--- config.mk ---
export PLATFORM = sky130hd
export DESIGN_NAME = result_store_ctrl
export DESIGN_NICKNAME = d
export VERILOG_FILES = /design/src/rtl/result_store_ctrl.sv
export SDC_FILE = /design/constraint.sdc
export NUM_CORES = 1
export LEC_CHECK = 0
export BUFFER_PORTS_ARGS = -buffer_cell sky130_fd_sc_hd__buf_2
export CAP_MARGIN = 20
export CELL_PAD_IN_SITES_DETAIL_PLACEMENT = 1
export CELL_PAD_IN_SITES_GLOBAL_PLACEMENT = 2
export CORE_MARGIN = 4
export CORE_UTILIZATION = 35
export CTS_CLUSTER_SIZE = 20
export DETAILED_ROUTE_END_ITERATION = 12
export HOLD_SLACK_MARGIN = 0.03
export PLACE_DENSITY = 0.85
export REMOVE_ABC_BUFFERS = 1
export SKIP_LAST_GASP = 1
export SYNTH_ARGS = -nofsm -noshare
export SYNTH_HDL_FRONTEND = slang
export SYNTH_SLANG_ARGS = --single-unit
--- constraint.sdc ---
create_clock -name clk -period 3.2 [get_ports clk]
set_input_delay 0.48 -clock clk [delete_from_list [all_inputs] [get_ports clk]]
set_output_delay 0.48 -clock clk [all_outputs]
set_load 0.01 [all_outputs]
--- src/rtl/result_store_ctrl.sv ---
// Result store controller: queues 4-lane MAC results and drains them into the output SRAM.
// Host readback shares the SRAM port. Define RESULT_SAT_EN to saturate lane values, otherwise they truncate.
module result_store_ctrl #(
  parameter int NUM_GROUPS = 4,
  parameter int ADDR_W     = 4,
  parameter int OUT_W      = 16
) (
  input  logic              clk,
  input  logic              rst,
  input  logic [17:0]       MU1,
  input  logic [17:0]       MU2,
  input  logic [17:0]       MU3,
  input  logic [17:0]       MU4,
  input  logic              web,
  input  logic              ALU_done,
  output logic              ram_cen,
  output logic              ram_we,
  output logic [ADDR_W-1:0] ram_addr,
  output logic [OUT_W-1:0]  ram_wdata,
  input  logic [OUT_W-1:0]  ram_rdata,
  input  logic              rd_req,
  input  logic [ADDR_W-1:0] rd_addr,
  output logic              rd_gnt,
  output logic              rd_valid,
  output logic [OUT_W-1:0]  rd_data,
  output logic              store_done,
  output logic              ovf_err
);

  localparam int GW = $clog2(NUM_GROUPS + 1);

`ifdef RESULT_SAT_EN
  localparam logic SAT_EN = 1'b1;
`else
  localparam logic SAT_EN = 1'b0;
`endif

  typedef enum logic [1:0] {IDLE, COLLECT, FLUSH, DONE} state_t;

  state_t          state_q, state_d;
  logic [17:0]     slot_q [2][4];
  logic            wr_ptr_q, wr_ptr_d;
  logic            rd_ptr_q, rd_ptr_d;
  logic [1:0]      count_q, count_d;
  logic [1:0]      lane_q, lane_d;
  logic [GW-1:0]   grp_q, grp_d;
  logic [GW-1:0]   acc_q, acc_d;
  logic            ovf_q, ovf_d;
  logic            rd_valid_q;

  logic            drain_s, pop_s, open_s, room_s, space_s, cap_s, drop_s, gnt_s;
  logic [17:0]     lane_val_s;
  logic [ADDR_W-1:0] wr_addr_s;

  // Values above the OUT_W range either clip to all-ones or lose their upper bits.
  function automatic logic [OUT_W-1:0] reduce_lane(input logic [17:0] v);
    logic hi;
    hi = |(v >> OUT_W);
    if (SAT_EN && hi) begin
      return {OUT_W{1'b1}};
    end else begin
      return OUT_W'(v);
    end
  endfunction

  // Queue control, capture/drop decisions and FSM next state.
  always_comb begin
    drain_s    = (count_q != 2'd0);
    pop_s      = drain_s && (lane_q == 2'd3);
    open_s     = (state_q == IDLE) || (state_q == COLLECT);
    room_s     = (acc_q < GW'(NUM_GROUPS));
    space_s    = (count_q < 2'd2) || pop_s;
    cap_s      = web && open_s && room_s && space_s;
    drop_s     = web && !cap_s;
    gnt_s      = rd_req && (state_q == IDLE) && (count_q == 2'd0) && !web && !rst;
    lane_val_s = slot_q[rd_ptr_q][lane_q];
    wr_addr_s  = (ADDR_W'(grp_q) << 2'd2) | ADDR_W'(lane_q);

    wr_ptr_d = cap_s ? ~wr_ptr_q : wr_ptr_q;
    rd_ptr_d = pop_s ? ~rd_ptr_q : rd_ptr_q;
    ovf_d    = ovf_q | drop_s;

    case ({cap_s, pop_s})
      2'b10:   count_d = count_q + 2'd1;
      2'b01:   count_d = count_q - 2'd1;
      default: count_d = count_q;
    endcase

    if (state_q == DONE) begin
      lane_d = 2'd0;
      grp_d  = '0;
      acc_d  = '0;
    end else begin
      lane_d = drain_s ? lane_q + 2'd1 : lane_q;
      grp_d  = pop_s ? grp_q + GW'(1) : grp_q;
      acc_d  = cap_s ? acc_q + GW'(1) : acc_q;
    end

    case (state_q)
      IDLE: begin
        if (ALU_done) begin
          state_d = FLUSH;
        end else if (web) begin
          state_d = COLLECT;
        end else begin
          state_d = IDLE;
        end
      end
      COLLECT: state_d = ALU_done ? FLUSH : COLLECT;
      FLUSH:   state_d = (count_q == 2'd0) ? DONE : FLUSH;
      DONE:    state_d = IDLE;
      default: state_d = IDLE;
    endcase
  end

  // State, queue storage and sticky error registers.
  always_ff @(posedge clk) begin
    if (rst) begin
      state_q    <= IDLE;
      wr_ptr_q   <= 1'b0;
      rd_ptr_q   <= 1'b0;
      count_q    <= 2'd0;
      lane_q     <= 2'd0;
      grp_q      <= '0;
      acc_q      <= '0;
      ovf_q      <= 1'b0;
      rd_valid_q <= 1'b0;
      for (int s = 0; s < 2; s++) begin
        for (int l = 0; l < 4; l++) begin
          slot_q[s][l] <= 18'd0;
        end
      end
    end else begin
      state_q    <= state_d;
      wr_ptr_q   <= wr_ptr_d;
      rd_ptr_q   <= rd_ptr_d;
      count_q    <= count_d;
      lane_q     <= lane_d;
      grp_q      <= grp_d;
      acc_q      <= acc_d;
      ovf_q      <= ovf_d;
      rd_valid_q <= gnt_s;
      if (cap_s) begin
        slot_q[wr_ptr_q][0] <= MU1;
        slot_q[wr_ptr_q][1] <= MU2;
        slot_q[wr_ptr_q][2] <= MU3;
        slot_q[wr_ptr_q][3] <= MU4;
      end
    end
  end

  // SRAM port: queued writes take priority, a granted host read uses the port otherwise.
  always_comb begin
    ram_cen = !rst && (drain_s || gnt_s);
    ram_we  = !rst && drain_s;
    if (rst) begin
      ram_addr  = '0;
      ram_wdata = '0;
    end else if (drain_s) begin
      ram_addr  = wr_addr_s;
      ram_wdata = reduce_lane(lane_val_s);
    end else if (gnt_s) begin
      ram_addr  = rd_addr;
      ram_wdata = '0;
    end else begin
      ram_addr  = '0;
      ram_wdata = '0;
    end
  end

  assign rd_gnt     = gnt_s;
  assign rd_valid   = rd_valid_q && !rst;
  assign rd_data    = (rd_valid_q && !rst) ? ram_rdata : '0;
  assign store_done = (state_q == DONE) && !rst;
  assign ovf_err    = ovf_q;

endmodule
==> results.md <==
* Critical setup path kind: register to output port
* Routed Antenna Nets at 0
* Leak at 3.281 nW
* Clk buf depth at 2
* CP arrival at 2280 ps
* Yosys reg bits at around 140
* Initial Utilization at a little over a third
* Max-cap violations at 0
* TritonCTS clock tree: built
* Commonest non-fill, non-tap cell in the layout: buf_2
* Vias in the first global route at 4,895
* Worst r2r src: lane_q[1]
* Final period util at a little under nine tenths
* Layout Nets at 675
* Sequential standard cell area at around 4200 µm²
* Mapped Cells at approximately 450
* Setup bufs post-CTS at 0
* Min-delay src: ALU_done
* Wire per inst at 20.43 µm
* WHS Endpoint: state_q[1]
* Slack of the critical path at 444.2 ps
* Worst-margin pin slew at 770.4 ps
* Critical path data required time at 2720 ps
* Global Route Usage Sum at about 16%
* Final hold viol count at 0
* Max-Slew Margin vs Limit at between 40% and 50%
* Worst hold path depth at 3
* CTS H-tree depth at 4
* Worst-case reg-to-reg path depth at 5
* Smallest hold slack at 299.0 ps
* Clk_lat worst skew at 420 ps
* Routability Congestion at a little over 0.7
* Syn Area/Cell at ~15 µm²
* Area grow syn2layout at 21.56%
* Die Area at 22,340 µm²
* Worst reg2reg setup slack at between 700 and 800 ps
* DRC at 0
* Most frequent cells in the layout: 130 x buf_2, 128 x edfxtp_1, 64 x and2_1
* Pwr Density at approximately 550 nW/µm²
* Yosys cell types at 37
* Num ports at roughly 140
* Yosys warns at 0
* Initial drt markers at approximately 250
* Final WL at approximately 17,000 µm
* Final min period at 2756 ps
* Sequential share of the synthesized area at between 50% and 60%
* Die Span Y at roughly 150 µm
* Setup TNS at 0 ps
* Layout fillers at slightly above 2,000
* Initial antenna violation count at 2
* Ratio of cells with drive above 1 in the final layout at 47.45%
* DRT met1 WL at slightly below 7000 µm
* Crit path max fanout at 23
* Unrepaired setup endpoints after global routing: false
* Fmax at around 360 MHz
* Area taken by multi-input logic gates at about 2600 µm²
* Largest net degree at the start of global routing at 48
* Std-Cell Rows at 51
* CTS Buf Count at 17
* Met3 routed WL at 986 µm
* Startpoint types: register
* Root Driver: clkbuf_16
* Port bufs at between 100 and 150
* Mapped Area at approximately 7000 µm²
* Dpl hpwl at 11,300 µm
* CTS Hold Bufs at 0
* Layout Utilization at a little over two fifths
* Worst reg2reg endpoint: slot_q[0][30]
* Chip width at around 150 µm
* Drt pass-1 iters at 4
* Total core area at 19,590 µm²
* Hold WC Path Type: input pin to register
* Status: complete, no violations
* Drt via density at a little over 5
* Max Slew Vio Count at 0
* First-pass GRT wire length at ~27,000 µm
* Top layer in use: met5
* Vias at ~4,400
* Final setup vio count at 0
* Peak supply drop at between 0.3 and 0.4 mV
* Clk sink count at 144
* GR Overflow Total at 0
* Clock-pin slew of the registers on the worst-case setup and hold paths at approximately 60 ps
* Post_cts resized at 0
* Met2 routed WL at a little over 9000 µm
* Critical Path Sink Type: output port
* Skew final at ~4.7 ps
* Setup WS pre-CTS at between 700 and 800 ps
-- kinds of logic (layout without fill, tap and decap cells) --
group                      count (synthesis)  count (layout)  synth area share (%)
other                                      0               2                     0
adders and majority gates                  3               3                0.5359
AOI/OAI and AO/OA                         42              42                 4.304
muxes                                     32              32                 10.29
xor gates and xnor gates                   5               5                0.6252
DFF                                      144             144                 59.44
buffers and inverters                     48             182                 3.643
and+or+nand+nor                          180             180                 21.16
-- synth_stat cells (all sizes together) --
master | count | area (µm²)
clkbuf | 28 | 106.4
or3b | 1 | 8.760
dfxtp | 16 | 320.3
nor3b | 65 | 793.3
edfxtp | 128 | 3844
nor2b | 2 | 12.51
or4b | 1 | 10.01
nor3 | 3 | 15.01
a41o | 1 | 10.01
or4 | 3 | 22.52
a21o | 2 | 15.01
o32ai | 2 | 17.52
ha | 3 | 37.54
nor2 | 10 | 37.54
and2 | 64 | 400.4
a21oi | 10 | 50.05
nand2 | 5 | 18.77
o21ai | 6 | 30.02
nor4 | 2 | 12.51
nand2b | 3 | 18.77
or3 | 3 | 18.77
xnor2 | 3 | 26.28
inv | 5 | 18.77
o31ai | 4 | 30.03
buf | 15 | 130.1
nand4 | 1 | 6.260
mux4 | 32 | 720.7
a31o | 1 | 8.760
a22o | 16 | 140.1
xor2 | 2 | 17.52
nand3b | 1 | 7.510
and3 | 16 | 100.1
-- per-stage QoR --
step	std cells	power, mW	area [µm²]
floorplan	411	2.643	6769
global placement	821	2.866	7963
detailed placement	821	2.910	7963
CTS	853	4.757	8511
global route	853	4.901	8511
finish	855	4.696	8516
-- layer usage --
layer  GRT usage, %  vias up
met2          28.89      116
met4          5.400        4
met5              0        -
met1          18.71     2224
li1               -     1981
met3          4.179       29
-- critical path: stages, from the launching register on --
cell,delay (ps)
dfxtp_2,590
buf_12,300
mux4_2,550
a22o_1,260
buf_2,140
-- report_power, final --
part           internal (mW)  total, mW  switching (mW)  leakage, nW
Sequential              2.21       2.27          0.0668         1.48
Combinational          0.264      0.583           0.319         1.56
Clock                   1.06       1.84           0.778        0.248
Total                   3.53       4.70            1.16         3.28
-- how the worst max path moves through the flow --
stage | to | cells past startpoint | startpoint
after global placement | slot_q[1][66] | 6 | web
final | ram_wdata[13] | 4 | register
after CTS | ram_wdata[7] | 4 | register
after floorplan | slot_q[1][0] | 4 | lane_q[0]
after global routing | ram_wdata[11] | 4 | register
after detailed placement | slot_q[1][66] | 6 | web
-- sequential cells by signal, indices dropped and copies added, names as in the netlist, named ones only --
register / flops
lane_q: 2
rd_valid_q: 1
acc_q: 3
state_q: 2
ovf_err: 1
count_q: 2
grp_q: 2
slot_q: 128
wr_ptr_q: 1
rd_ptr_q: 1
-- area by class of cell --
type	count	area share [%]
clock buffer	18	5.040
antenna	2	0.05877
timing repair buffer	145	9.697
inverter	5	0.2204
multi-input combinational	262	30.72
sequential	144	48.97
tap	265	3.894
clock inverter	14	1.396
(Power assumes the default switching activity.)
